## src/rtl/debounce_pkg.sv

```systemverilog
// Shared types and defaults for the din_debouncer block.
package debounce_pkg;

    // Debouncer FSM states: two settled levels and two qualification states.
    typedef enum logic [1:0] {
        StLow       = 2'd0,
        StCheckHigh = 2'd1,
        StHigh      = 2'd2,
        StCheckLow  = 2'd3
    } deb_state_e;

    // Ceiling log2, used to size counters from a maximum count value.
    function automatic int unsigned clog2(input int unsigned value);
        int unsigned res;
        int unsigned v;
        res = 0;
        if (value > 1) begin
            v = value - 1;
            while (v > 0) begin
                res = res + 1;
                v   = v >> 1;
            end
        end
        return res;
    endfunction

    localparam int unsigned DefaultSyncStages   = 2;
    localparam int unsigned DefaultStableCycles = 8;
    // Counter must hold values up to DefaultStableCycles.
    localparam int unsigned DefaultCntW         = clog2(DefaultStableCycles + 1);

endpackage

```

## src/rtl/sync_chain.sv

```systemverilog
// Multi-flop synchronizer for a single asynchronous bit.
module sync_chain
    import debounce_pkg::*;
#(
    parameter int unsigned SYNC_STAGES = DefaultSyncStages
) (
    input  logic clk,
    input  logic n_rst,
    input  logic d,
    output logic q
);

    if (SYNC_STAGES < 2) begin : g_bad_stages
        $error("sync_chain: SYNC_STAGES must be at least 2");
    end

    logic [SYNC_STAGES-1:0] stage_q;
    logic [SYNC_STAGES-1:0] stage_d;

    // Shift the raw input one stage deeper every cycle.
    always_comb begin
        stage_d = {stage_q[SYNC_STAGES-2:0], d};
    end

    // Plain d_ff stages with asynchronous clear.
    always_ff @(posedge clk or negedge n_rst) begin
        if (!n_rst) begin
            stage_q <= '0;
        end else begin
            stage_q <= stage_d;
        end
    end

    assign q = stage_q[SYNC_STAGES-1];

endmodule

```

## src/rtl/din_debouncer.sv

```systemverilog
// Debouncer: synchronizes din, qualifies each level change over an unbroken
// run of equal samples, and emits registered level, edge pulses and busy.
module din_debouncer
    import debounce_pkg::*;
#(
    parameter int unsigned SYNC_STAGES   = DefaultSyncStages,
    parameter int unsigned STABLE_CYCLES = DefaultStableCycles,
    parameter int unsigned CNT_W         = DefaultCntW
) (
    input  logic clk,
    input  logic n_rst,
    input  logic din,
    output logic q,
    output logic rise,
    output logic fall,
    output logic busy
);

    if (SYNC_STAGES < 2) begin : g_bad_sync
        $error("din_debouncer: SYNC_STAGES must be at least 2");
    end
    if (STABLE_CYCLES < 1) begin : g_bad_stable
        $error("din_debouncer: STABLE_CYCLES must be at least 1");
    end
    if (longint'(STABLE_CYCLES) > (longint'(1) << CNT_W) - 1) begin : g_bad_cnt_w
        $error("din_debouncer: CNT_W too small for STABLE_CYCLES");
    end

    localparam logic [CNT_W-1:0] StableCnt = CNT_W'(STABLE_CYCLES);
    // With a single-sample requirement the CHECK states are skipped.
    localparam bit Direct = (STABLE_CYCLES == 1);

    logic             s;
    deb_state_e       state_q, state_d;
    logic [CNT_W-1:0] cnt_q, cnt_d;
    logic [CNT_W-1:0] cnt_inc;
    logic             q_q, q_d;
    logic             rise_q, rise_d;
    logic             fall_q, fall_d;
    logic             busy_q, busy_d;

    sync_chain #(
        .SYNC_STAGES(SYNC_STAGES)
    ) u_sync (
        .clk  (clk),
        .n_rst(n_rst),
        .d    (din),
        .q    (s)
    );

    // cnt_q stays below STABLE_CYCLES, so the increment cannot wrap.
    assign cnt_inc = cnt_q + 1'b1;

    // Next-state, counter and output decode for the qualification FSM.
    always_comb begin
        state_d = state_q;
        cnt_d   = cnt_q;
        q_d     = q_q;
        rise_d  = 1'b0;
        fall_d  = 1'b0;
        unique case (state_q)
            StLow: begin
                if (s) begin
                    if (Direct) begin
                        state_d = StHigh;
                        cnt_d   = '0;
                        q_d     = 1'b1;
                        rise_d  = 1'b1;
                    end else begin
                        state_d = StCheckHigh;
                        cnt_d   = CNT_W'(1);
                    end
                end
            end
            StCheckHigh: begin
                if (!s) begin
                    // Opposite sample: drop the candidate entirely.
                    state_d = StLow;
                    cnt_d   = '0;
                end else if (cnt_inc == StableCnt) begin
                    state_d = StHigh;
                    cnt_d   = '0;
                    q_d     = 1'b1;
                    rise_d  = 1'b1;
                end else begin
                    cnt_d = cnt_inc;
                end
            end
            StHigh: begin
                if (!s) begin
                    if (Direct) begin
                        state_d = StLow;
                        cnt_d   = '0;
                        q_d     = 1'b0;
                        fall_d  = 1'b1;
                    end else begin
                        state_d = StCheckLow;
                        cnt_d   = CNT_W'(1);
                    end
                end
            end
            StCheckLow: begin
                if (s) begin
                    state_d = StHigh;
                    cnt_d   = '0;
                end else if (cnt_inc == StableCnt) begin
                    state_d = StLow;
                    cnt_d   = '0;
                    q_d     = 1'b0;
                    fall_d  = 1'b1;
                end else begin
                    cnt_d = cnt_inc;
                end
            end
            default: begin
                state_d = StLow;
                cnt_d   = '0;
                q_d     = 1'b0;
            end
        endcase
        busy_d = (state_d == StCheckHigh) || (state_d == StCheckLow);
    end

    // State, counter and all outputs registered together.
    always_ff @(posedge clk or negedge n_rst) begin
        if (!n_rst) begin
            state_q <= StLow;
            cnt_q   <= '0;
            q_q     <= 1'b0;
            rise_q  <= 1'b0;
            fall_q  <= 1'b0;
            busy_q  <= 1'b0;
        end else begin
            state_q <= state_d;
            cnt_q   <= cnt_d;
            q_q     <= q_d;
            rise_q  <= rise_d;
            fall_q  <= fall_d;
            busy_q  <= busy_d;
        end
    end

    assign q    = q_q;
    assign rise = rise_q;
    assign fall = fall_q;
    assign busy = busy_q;

endmodule

```

## config.mk

```make
export PLATFORM = sky130hd
export DESIGN_NAME = din_debouncer
export DESIGN_NICKNAME = d
export VERILOG_FILES = /design/src/rtl/debounce_pkg.sv /design/src/rtl/sync_chain.sv /design/src/rtl/din_debouncer.sv
export SDC_FILE = /design/constraint.sdc
export NUM_CORES = 1
export LEC_CHECK = 0
export ABC_AREA = 0
export BUFFER_PORTS_ARGS = -buffer_cell sky130_fd_sc_hd__buf_2
export CAP_MARGIN = 40
export CORE_MARGIN = 8
export CORE_UTILIZATION = 41
export CTS_BUF_LIST = sky130_fd_sc_hd__clkbuf_4 sky130_fd_sc_hd__clkbuf_8 sky130_fd_sc_hd__clkbuf_16
export CTS_CLUSTER_SIZE = 12
export DETAILED_ROUTE_END_ITERATION = 16
export SLEW_MARGIN = 20
export SYNTH_ARGS = -nofsm -noshare
export SYNTH_HDL_FRONTEND = slang
export SYNTH_HIERARCHICAL = 1
export SYNTH_SLANG_ARGS = --single-unit
export TNS_END_PERCENT = 100
```

## constraint.sdc

```tcl
create_clock -name clk -period 1.98 [get_ports clk]
set_input_delay 0.099 -clock clk [delete_from_list [all_inputs] [get_ports clk]]
set_output_delay 0.099 -clock clk [all_outputs]
set_load 0.05 [all_outputs]
```

* Word-level counts from Yosys, hierarchy flattened *
Index checks and enable logic that the tools add are counted.

storage, ports and cells
  register bits after elaboration = 12
  word-level logic and storage cells = 48

cells by class
  add/subtract/negate cells = 1
  equal/unequal tests = 12
  multiplexer cells = 23
  reductions and logical operators = 5

operators with widths
  operator               count
  $mux W4                5
  $pmux W4 S4            1
  $mux W2                6
  $mux W1                9
  $ne A2 B2 Y1 const B   4
  $pmux W2 S4            1
  $eq A2 B2 Y1 const B   3
  $reduce_and A5 Y1      1
  $add A4 B1 Y4 const B  1
  $eq A2 B1 Y1 const B   2
  $eq A4 B4 Y1 const B   1
  $ne A2 B1 Y1 const B   2
  $logic_not A2 Y1       1
  $pmux W1 S2            1
  $reduce_and A2 Y1      1
  $reduce_bool A2 Y1     1
  $logic_or A1 B1 Y1     1

* Depth between registers and ports, before layout *
Gate-level depths: netlist (run 1).

  depth after elaboration = 7
  gate-level depth with buffers = 5
  gate-level depth less buffers = 5

* Hierarchy *
The synthesis (run 1) kept the hierarchy.

modules (own cells, without submodules)
  module         times used  cells each  area each (um^2)
  din_debouncer  1           47          504.2
  sync_chain     1           2           50.0

* Worst setup path before layout (run 1) *
OpenSTA, ideal clock, no wires.

  path kind = register -> register
  start = register cnt_q[0]
  end = register state_q[1]
  setup time = 125 ps
  arrival time = 1415 ps
  setup slack = 440 ps
  cell stages (with the launch flop) = 6
  path buffers = 0
  clock period less this slack = 1540 ps
  cell sequence = dfrtp_1 -> ha_1 -> and4bb_1 -> nand2_2 -> o21ai_2 -> mux2_2

on the way
  cells in the longest elaborated chain, start to end = 5
  elaborated cells on any way between the ends = 7

RTL lines
  what                        RTL line                                   text
  start: declaration          din_debouncer.sv:35                        logic [CNT_W-1:0] cnt_q, cnt_d;
  start signal: assignment    din_debouncer.sv:135                       cnt_q <= cnt_d;
  $add A4 B1 Y4 (*)           din_debouncer.sv:52                        assign cnt_inc = cnt_q + 1'b1;
  $eq A4 B4 Y1 (*)            din_debouncer.sv:80, din_debouncer.sv:106
  $mux W2 (on tied branches)  din_debouncer.sv:106, din_debouncer.sv:80
  $mux W2 (on tied branches)  din_debouncer.sv:103, din_debouncer.sv:76
  $pmux W2 S4 (*)             din_debouncer.sv:61                        unique case (state_q)
  net state_d[1]              din_debouncer.sv:34                        deb_state_e state_q, state_d;
  end signal: assignment      din_debouncer.sv:127                       state_q <= StLow;
  end signal: assignment      din_debouncer.sv:134                       state_q <= state_d;
  end: declaration            din_debouncer.sv:34

Mark *: on every way through the listed nets, which the timed path passes. The rest lies on a longest branch.
A chain may end at the register's enable or synchronous reset.

* Final worst setup path (run 1) *
Same ends and word-level chain as after synthesis.

==> impl_metrics.csv, run 1 <==
group,metric,value,unit
floorplanning,floorplan.initialDensity,0.431,
clock_tree,postCtsHoldBufs,2,
yosys,netlist_area,554,um2
sta,setup_viol,0,
critical_path,worst-endpoint-arrival,1.80,ns
yosys,synth-seq-area-share,0.542,
global_route,grt_overflow_total,0,
sta,setup_ws,0.330,ns
placed_design,detailed_place.area,587,um2
placed_design,detailedPlace.worstSlack,0.334,ns
yosys,ys.warnings.count,6,
sta,fin_worst_skew,0.00201,ns
final_layout,final_nets,65,
floorplanning,die_y,52.8,um
clock_tree,cts.path.max_buffers,2,
power,p_per_area,783,nW/um2
route,drc_errors,0,
global_route,grt_pass1_wl,1.70,mm
global_route,first_global_vias,408,
clock_tree,insertion_delay,0.26,ns
clock_tree,cts_made_buffers,3,
outcome,status,"complete, no violations",
yosys,syn-mean-instance-area,11.3,um2
yosys,synth_cells,49,
sta,hold_violations,0,
critical_path,crit_path_start_kind,"register",
sta,post-route-period-util,0.834,
clock_tree,post_cts.resized_instances,0,
clock_tree,h_tree_depth_reported_by_cts,1,
final_layout,diode_insertion_count_for_antenna_repair,0,
global_route,antenna_found_initial,0,
final_layout,areaGrowthSynthToFinish,16.0,%
clock_tree,number_of_post_cts_setup_repair_buffers,0,
clock_tree,cts_sinks,12,
placed_design,dp_hpwl,682,um
final_layout,drive_above_1_share,0.237,
yosys,synth_nets,54,
critical_path,crit_type,"reg2reg",
sta,worstMarginPinSlew,0.397,ns
placed_design,numPortBuffers,6,
yosys,synth_seq_cells,12,
sta,period_minus_slack,1.65,ns
sta,worst_hold_slack,0.251,ns
power,vdd.ir_drop.worst,0.502,mV
sta,slew_violations,0,
global_route,gr-usage-all-layers,0.0792,
final_layout,fin_util,0.500,
route,drt-total-wl,929,um
route,firstDrtPassIters,2,
final_layout,most_used_cells_in_the_layout_excluding_fill_and_tap_cells,"12 x dfrtp_1, 6 x buf_2, 5 x nand2_1",
final_layout,final_common_cell,"dfrtp_1",
floorplanning,coreArea,1280,um2
yosys,synth_largest_type_area_fraction,0.542,
worst_hold_path,timing.hold.worst.class,"in2async",
clock_tree,clk_pin_slew_worst_paths,0.07,ns
final_layout,layout.cell_area.non_filler,643,um2
route,first_iter_violations,4,
placed_design,globalplace.congestion,0.716,
run,max_cap_violations,0,
yosys,ys_top_cells_by_area,"dfrtp_1 54%, xor2_1 4.7%, ha_1 4.5%",
floorplanning,die_w,52.8,um
critical_path,worstPathRequired,2.13,ns
route,vias_per_cell,5.18,
floorplanning,floorplan.rows,13,
sta,achievable_clock_frequency,0.606,GHz
floorplanning,design.die.area,2780,um2
clock_tree,cts_tree,"built",
global_route,maximum_number_of_pins_on_one_net_before_global_route_repair,13,
sta,slew_headroom,0.733,
power,static-leakage-power,0.293,nW
route,drtAntennaViolNets,0,
yosys,netlist-cell-type-count,23,
sta,tns,0,ns
critical_path,path_max_fanout,7,
sta,rsz0062_at_grt,"false",
floorplanning,number_of_top_level_design_ports,7,
yosys,post-synth-top-area-cell,"dfrtp_1",
clock_tree,cts.root.buffer_cell,"clkbuf_4",
critical_path,endpoint_kind,"register",
route,average_wire_per_standard_cell,12.6,um
route,dr_total_vias,383,
-- per-layer routing --
layer	global-route usage	routed length [um]	vias to the layer above
met5	0	0	-
li1	-	-	190
met2	0.135	480	2
met3	0.0170	17	2
met1	0.0902	424	189
met4	0.0388	5	0
-- power breakdown --
| part | internal (mW) | switching, mW |
|---|---|---|
| combinational | 0.0184 | 0.0261 |
| sequential | 0.256 | 0.0153 |
| clock | 0.112 | 0.0762 |
-- path summary, 6_finish.rpt --
check,startpoint,endpoint,slack (ns),cells past startpoint
max in group asynchronous,n_rst,busy,1.52,2
worst max register to register,cnt_q[0],state_q[1],0.33,5
min in group clk,u_sync/stage_q[0],u_sync/stage_q[1],0.35,0
worst min register to register,u_sync/stage_q[0],u_sync/stage_q[1],0.35,0
worst min-delay path,n_rst,state_q[0],0.25,2
worst max-delay path,cnt_q[0],state_q[1],0.33,5
-- cell usage after synthesis (all sizes together) --
cell	n
xor2	3
o22ai	1
o21ai	4
xnor2	2
o211a	1
mux2	1
nor2	3
o21a	1
inv	2
nand4	1
dfrtp	12
and4bb	1
and3	1
nand2	6
ha	2
nand3	3
buf	2
a211oi	1
nor3b	1
a311o	1
-- final cells by class --
cell class                      count  area, um2
Inverter                            2       7.51
Sequential cell                    12        300
Fill cell                         125        642
Tap cell                           15       18.8
Timing Repair Buffer                8       50.0
Clock buffer                        4       36.3
Multi-Input combinational cell     33        230
-- logic make-up after synthesis --
logic type,share of synthesized area
xor gates and xnor gates,0.0790
muxes,0.0203
DFF,0.542
buffers and inverters,0.0429
AOI/OAI and AO/OA,0.117
and+or+nand+nor,0.154
adders and majority gates,0.0451
-- critical path, stage by stage (launching register included) --
cell and delay, ns:
dfrtp_1 0.43, ha_1 0.25, and4bb_1 0.28, nand2_2 0.07, o21ai_2 0.14, mux2_2 0.37
-- flip-flops by register name, summed over array words and instances (netlist names) --
register	cells
u_sync/stage_q	2
cnt_q	4
fall	1
busy	1
q	1
state_q	2
rise	1
-- per-stage QoR --
stage          std cells  power [mW]
2_1_floorplan         49       0.305
3_3_place_gp          68       0.317
3_5_place_dp          68       0.318
4_1_cts               74       0.511
5_1_grt               74       0.529
6_report              74       0.504
No activity file was read; power rests on OpenSTA's default activity.
==> run 2, diff against run 1 <==
Clock period 1.98 ns to 1.55 ns, I/O delays scaled along.
==> run 2 against run 1 <==
  * Sequential power is 27% higher
  * Setup slack worse by 0.28 ns
  * Combinational power is 96% higher
  * Count of clock-buffer cells in the layout is 1 lower
  * Critical path type unchanged
  * Critical endpoint unchanged
==> impl_metrics.csv, run 2 (synthesis results as in run 1) <==
group,metric,value,unit
outcome,status,"complete, no violations",
placed_design,dp_hpwl,756,um
critical_path,reg2reg_launch_point,"cnt_q[0]",
placed_design,detailedPlace.worstSlack,0.0264,ns
critical_path,critPathSlowestCell,"dfrtp_1",
clock_tree,clk_pin_slew_worst_paths,0.07,ns
floorplanning,floorplan.initialDensity,0.431,
final_layout,fin_util,0.531,
route,drc_errors,0,
final_layout,drive_above_1_share,0.328,
floorplanning,design.die.area,2780,um2
sta,rsz0062_at_grt,"false",
clock_tree,cts.path.max_buffers,2,
global_route,grt_pass1_wl,1.67,mm
final_layout,largest-register,"cnt_q",
global_route,antenna_found_initial,0,
critical_path,critical_path_buf_inv_count,0,
critical_path,endpoint_kind,"register",
critical_path,r2r_setup_slack,0.05,ns
placed_design,numPortBuffers,6,
clock_tree,cts.root.buffer_cell,"clkbuf_4",
critical_path,worst-endpoint-arrival,1.65,ns
placed_design,globalplace.congestion,0.748,
critical_path,reg2regPathDepth,5,
sta,tns,0,ns
sta,post-route-period-util,0.966,
power,p_per_area,898,nW/um2
placed_design,detailed_place.area,624,um2
sta,slew_headroom,0.693,
route,firstDrtPassIters,1,
critical_path,worstPathRequired,1.70,ns
sta,achievable_clock_frequency,0.668,GHz
sta,worst_hold_slack,0.224,ns
critical_path,critical-path-top-delay-family,"flip-flops",
floorplanning,coreArea,1280,um2
final_layout,final_nets,71,
final_layout,diode_insertion_count_for_antenna_repair,0,
route,drtAntennaViolNets,0,
clock_tree,cts_sinks,12,
sta,fin_worst_skew,0.00228,ns
floorplanning,number_of_top_level_design_ports,7,
floorplanning,die_y,52.8,um
power,vdd.ir_drop.worst,0.666,mV
route,dr_total_vias,387,
sta,setup_viol,0,
global_route,first_global_vias,383,
route,average_wire_per_standard_cell,12.8,um
sta,slew_violations,0,
route,vias_per_cell,4.90,
power,static-leakage-power,0.313,nW
final_layout,final_common_cell,"dfrtp_1",
sta,worstMarginPinSlew,0.457,ns
floorplanning,die_w,52.8,um
critical_path,worst_path_largest_cell_delay,0.42,ns
final_layout,areaGrowthSynthToFinish,23.0,%
sta,setup_ws,0.0523,ns
global_route,maximum_number_of_pins_on_one_net_before_global_route_repair,13,
critical_path,path_max_fanout,4,
critical_path,worst_r2r_endpoint,"state_q[1]",
critical_path,crit_type,"reg2reg",
route,first_iter_violations,0,
route,drt-total-wl,1.01,mm
floorplanning,floorplan.rows,13,
critical_path,crit_path_start_kind,"register",
final_layout,largest_register_ffs,4,
run,max_cap_violations,0,
sta,period_minus_slack,1.50,ns
clock_tree,insertion_delay,0.26,ns
global_route,gr-usage-all-layers,0.0804,
clock_tree,cts_made_buffers,3,
worst_hold_path,timing.hold.worst.class,"in2async",
final_layout,most_used_cells_in_the_layout_excluding_fill_and_tap_cells,"12 x dfrtp_1, 6 x buf_2, 6 x buf_4",
clock_tree,cts_tree,"built",
clock_tree,h_tree_depth_reported_by_cts,1,
final_layout,layout.cell_area.non_filler,682,um2
final_layout,reg.largest.list,"cnt_q: 4 flops, state_q: 2 flops, u_sync/stage_q: 2 flops",
sta,hold_violations,0,
critical_path,cp_cell_sequence,"ha_2 -> and4bb_1 -> nand2_2 -> o21ai_2 -> mux2_2",
global_route,grt_overflow_total,0,
run 2: worst reg2reg max path: cells and delay by family (launching register included):
family / cells / cell delay [ns]
DFF: 1 / 0.42
and+or+nand+nor: 2 / 0.32
muxes: 1 / 0.35
AOI/OAI and AO/OA: 1 / 0.08
adders and majority gates: 1 / 0.22
run 2: report_power, final:
| part | switching, mW | internal, mW |
|---|---|---|
| Combinational | 0.0440 | 0.0434 |
| Sequential | 0.0153 | 0.327 |
| Clock | 0.0925 | 0.0897 |
| Total | 0.152 | 0.461 |
run 2: repair_timing:
| action | CTS | global route |
|---|---|---|
| endpoints found under the hold margin | 13 | 0 |
| resized for setup | 0 | 2 |
| setup buffers | 0 | 1 |
| endpoints found under the setup margin | 0 | 2 |
| hold buffers | 2 | 0 |
run 2: layout make-up:
| type | count | area (um2) |
|---|---|---|
| clock buffers | 3 | 22.5 |
| repair buffers | 14 | 95.1 |
| flip-flops and latches | 12 | 300 |
| inverters | 2 | 7.51 |
| fillers | 103 | 603 |
| multi-input cells | 33 | 238 |
| well taps | 15 | 18.8 |
run 2: metal layers:
layer	global-route usage	share of wire	vias up	wire length, um
met5	0	0	-	0
met4	0.0647	0.033	0	33
met3	0.0199	0.027	4	27
met2	0.121	0.46	4	465
met1	0.0934	0.48	178	482
li1	-	-	201	-
run 2: worst max-delay path by stage:
stage,from,endpoint,cells past startpoint
6_report,cnt_q[0],state_q[1],5
5_1_grt,cnt_q[0],cnt_q[0],6
4_1_cts,cnt_q[0],state_q[1],5
3_5_place_dp,cnt_q[0],state_q[1],5
3_3_place_gp,cnt_q[0],state_q[1],5
2_1_floorplan,cnt_q[0],state_q[1],5
run 2: through the flow:
| step | total power, mW | std cells |
|---|---|---|
| after floorplan | 0.390 | 49 |
| after global placement | 0.425 | 73 |
| after detailed placement | 0.425 | 73 |
| after CTS | 0.611 | 78 |
| after global routing | 0.643 | 79 |
| final | 0.612 | 79 |
==> run 3, diff against run 2 <==
Settings changed: RECOVER_POWER set to 50.
==> run 3 against run 2 <==
  * Non-clock buffer count did not move
  * Setup slack better by 0.00089 ns
  * Sequential power is essentially flat
  * Wire length about the same
  * Critical path type unchanged
  * Largest cell class unchanged
==> impl_metrics.csv, run 3 (synthesis results as in run 1) <==
group,metric,value,unit
final_layout,reg.largest.list,"cnt_q: 4 flops, state_q: 2 flops, u_sync/stage_q: 2 flops",
sta,worstMarginPinSlew,0.638,ns
critical_path,crit_path_start_kind,"register",
placed_design,dp_hpwl,756,um
global_route,grt_overflow_total,0,
sta,post-route-period-util,0.966,
global_route,first_global_vias,383,
global_route,antenna_found_initial,0,
global_route,grt_pass1_wl,1.67,mm
critical_path,worstPathRequired,1.70,ns
clock_tree,cts_sinks,12,
final_layout,drive_above_1_share,0.313,
sta,period_minus_slack,1.50,ns
route,vias_per_cell,4.91,
sta,tns,0,ns
route,firstDrtPassIters,4,
clock_tree,cts_tree,"built",
critical_path,endpoint_kind,"register",
sta,worst_hold_slack,0.354,ns
sta,rsz0062_at_grt,"false",
final_layout,final_nets,71,
clock_tree,cts.root.buffer_cell,"clkbuf_4",
critical_path,worst-endpoint-arrival,1.65,ns
clock_tree,cts.path.max_buffers,2,
critical_path,crit_startpoint,"cnt_q[0]",
critical_path,worst_r2r_endpoint,"state_q[1]",
sta,achievable_clock_frequency,0.668,GHz
route,drtAntennaViolNets,0,
clock_tree,insertion_delay,0.26,ns
floorplanning,number_of_top_level_design_ports,7,
sta,setup_viol,0,
sta,fin_worst_skew,0.00199,ns
final_layout,areaGrowthSynthToFinish,22.8,%
critical_path,crit_type,"reg2reg",
outcome,status,"complete, no violations",
final_layout,fin_util,0.530,
placed_design,numPortBuffers,6,
floorplanning,die_w,52.8,um
floorplanning,die_y,52.8,um
route,first_iter_violations,1,
floorplanning,design.die.area,2780,um2
placed_design,globalplace.congestion,0.748,
floorplanning,coreArea,1280,um2
power,vdd.ir_drop.worst,0.665,mV
critical_path,reg2reg_launch_point,"cnt_q[0]",
global_route,gr-usage-all-layers,0.0804,
run,max_cap_violations,0,
final_layout,largest-register,"cnt_q",
critical_path,worstSetupEndpoint,"state_q[1]",
sta,hold_violations,0,
critical_path,r2r_setup_slack,0.05,ns
route,average_wire_per_standard_cell,12.8,um
floorplanning,floorplan.rows,13,
route,drt-total-wl,1.01,mm
final_layout,largest_register_ffs,4,
clock_tree,cts_made_buffers,3,
floorplanning,floorplan.initialDensity,0.431,
route,drc_errors,0,
power,static-leakage-power,0.311,nW
clock_tree,clk_pin_slew_worst_paths,0.07,ns
final_layout,most_used_cells_in_the_layout_excluding_fill_and_tap_cells,"12 x dfrtp_1, 6 x buf_4, 5 x nand2_1, 5 x buf_2",
route,dr_total_vias,388,
power,p_per_area,899,nW/um2
critical_path,reg2regPathDepth,5,
worst_hold_path,timing.hold.worst.class,"in2async",
sta,slew_violations,0,
clock_tree,h_tree_depth_reported_by_cts,1,
sta,slew_headroom,0.575,
critical_path,path_max_fanout,4,
global_route,maximum_number_of_pins_on_one_net_before_global_route_repair,13,
final_layout,diode_insertion_count_for_antenna_repair,0,
final_layout,final_common_cell,"dfrtp_1",
==> run 3: cell count changes in the layout (fill, tap and decap cells not counted), sizes merged <==
cell	change
buf	-1
clkbuf	+1
==> run 3: cell type report <==
cell class	instances	area [um2]
Timing Repair Buffer	14	93.8
Inverter	2	7.51
Tap cell	15	18.8
Sequential cell	12	300
Multi-Input combinational cell	33	238
Fill cell	104	604
Clock buffer	3	22.5
==> run 3: how the worst min path moves through the flow <==
stage | startpoint | end | slack, ns
3_5_place_dp | n_rst | cnt_q[1] | -0.03
5_1_grt | u_sync/stage_q[0] | u_sync/stage_q[1] | 0.37
4_1_cts | n_rst | cnt_q[1] | 0.22
3_3_place_gp | n_rst | cnt_q[1] | -0.04
2_1_floorplan | n_rst | busy | -0.22
6_report | n_rst | cnt_q[1] | 0.35
==> run 3: where the power goes <==
group	switching (mW)	total (mW)	internal, mW
Clock	0.0922	0.182	0.0897
Sequential	0.0152	0.343	0.327
Combinational	0.0442	0.0873	0.0431
Total	0.152	0.612	0.460
==> run 3: worst max-delay path, stage by stage (launching register included) <==
cell and delay, ns:
dfrtp_1 0.42, ha_2 0.22, and4bb_1 0.26, nand2_2 0.06
o21ai_2 0.08, mux2_2 0.35
==> run 3: routing by layer <==
| metal | GRT usage | share of wire | vias up |
|---|---|---|---|
| met1 | 0.0934 | 0.48 | 179 |
| li1 | - | - | 201 |
| met5 | 0 | 0 | - |
| met4 | 0.0647 | 0.033 | 0 |
| met3 | 0.0199 | 0.027 | 4 |
| met2 | 0.121 | 0.46 | 4 |
==> run 3: repair_timing <==
item | 4_1_cts | 5_1_grt
hold endpoints to repair | 13 | 0
hold buffers | 2 | 0
endpoints found under the setup margin | 0 | 2
buffers inserted | 0 | 1
resized for setup | 0 | 2
==> run 3: per-stage QoR <==
stage | total power [mW] | worst slack [ns] | std cells | instance area [um2]
floorplan | 0.390 | 0.0102 | 49 | 554
global placement | 0.425 | 0.0520 | 73 | 624
detailed placement | 0.425 | 0.0264 | 73 | 624
CTS | 0.611 | 0.0143 | 78 | 667
global route | 0.643 | 0.00961 | 79 | 681
finish | 0.612 | 0.0532 | 79 | 681
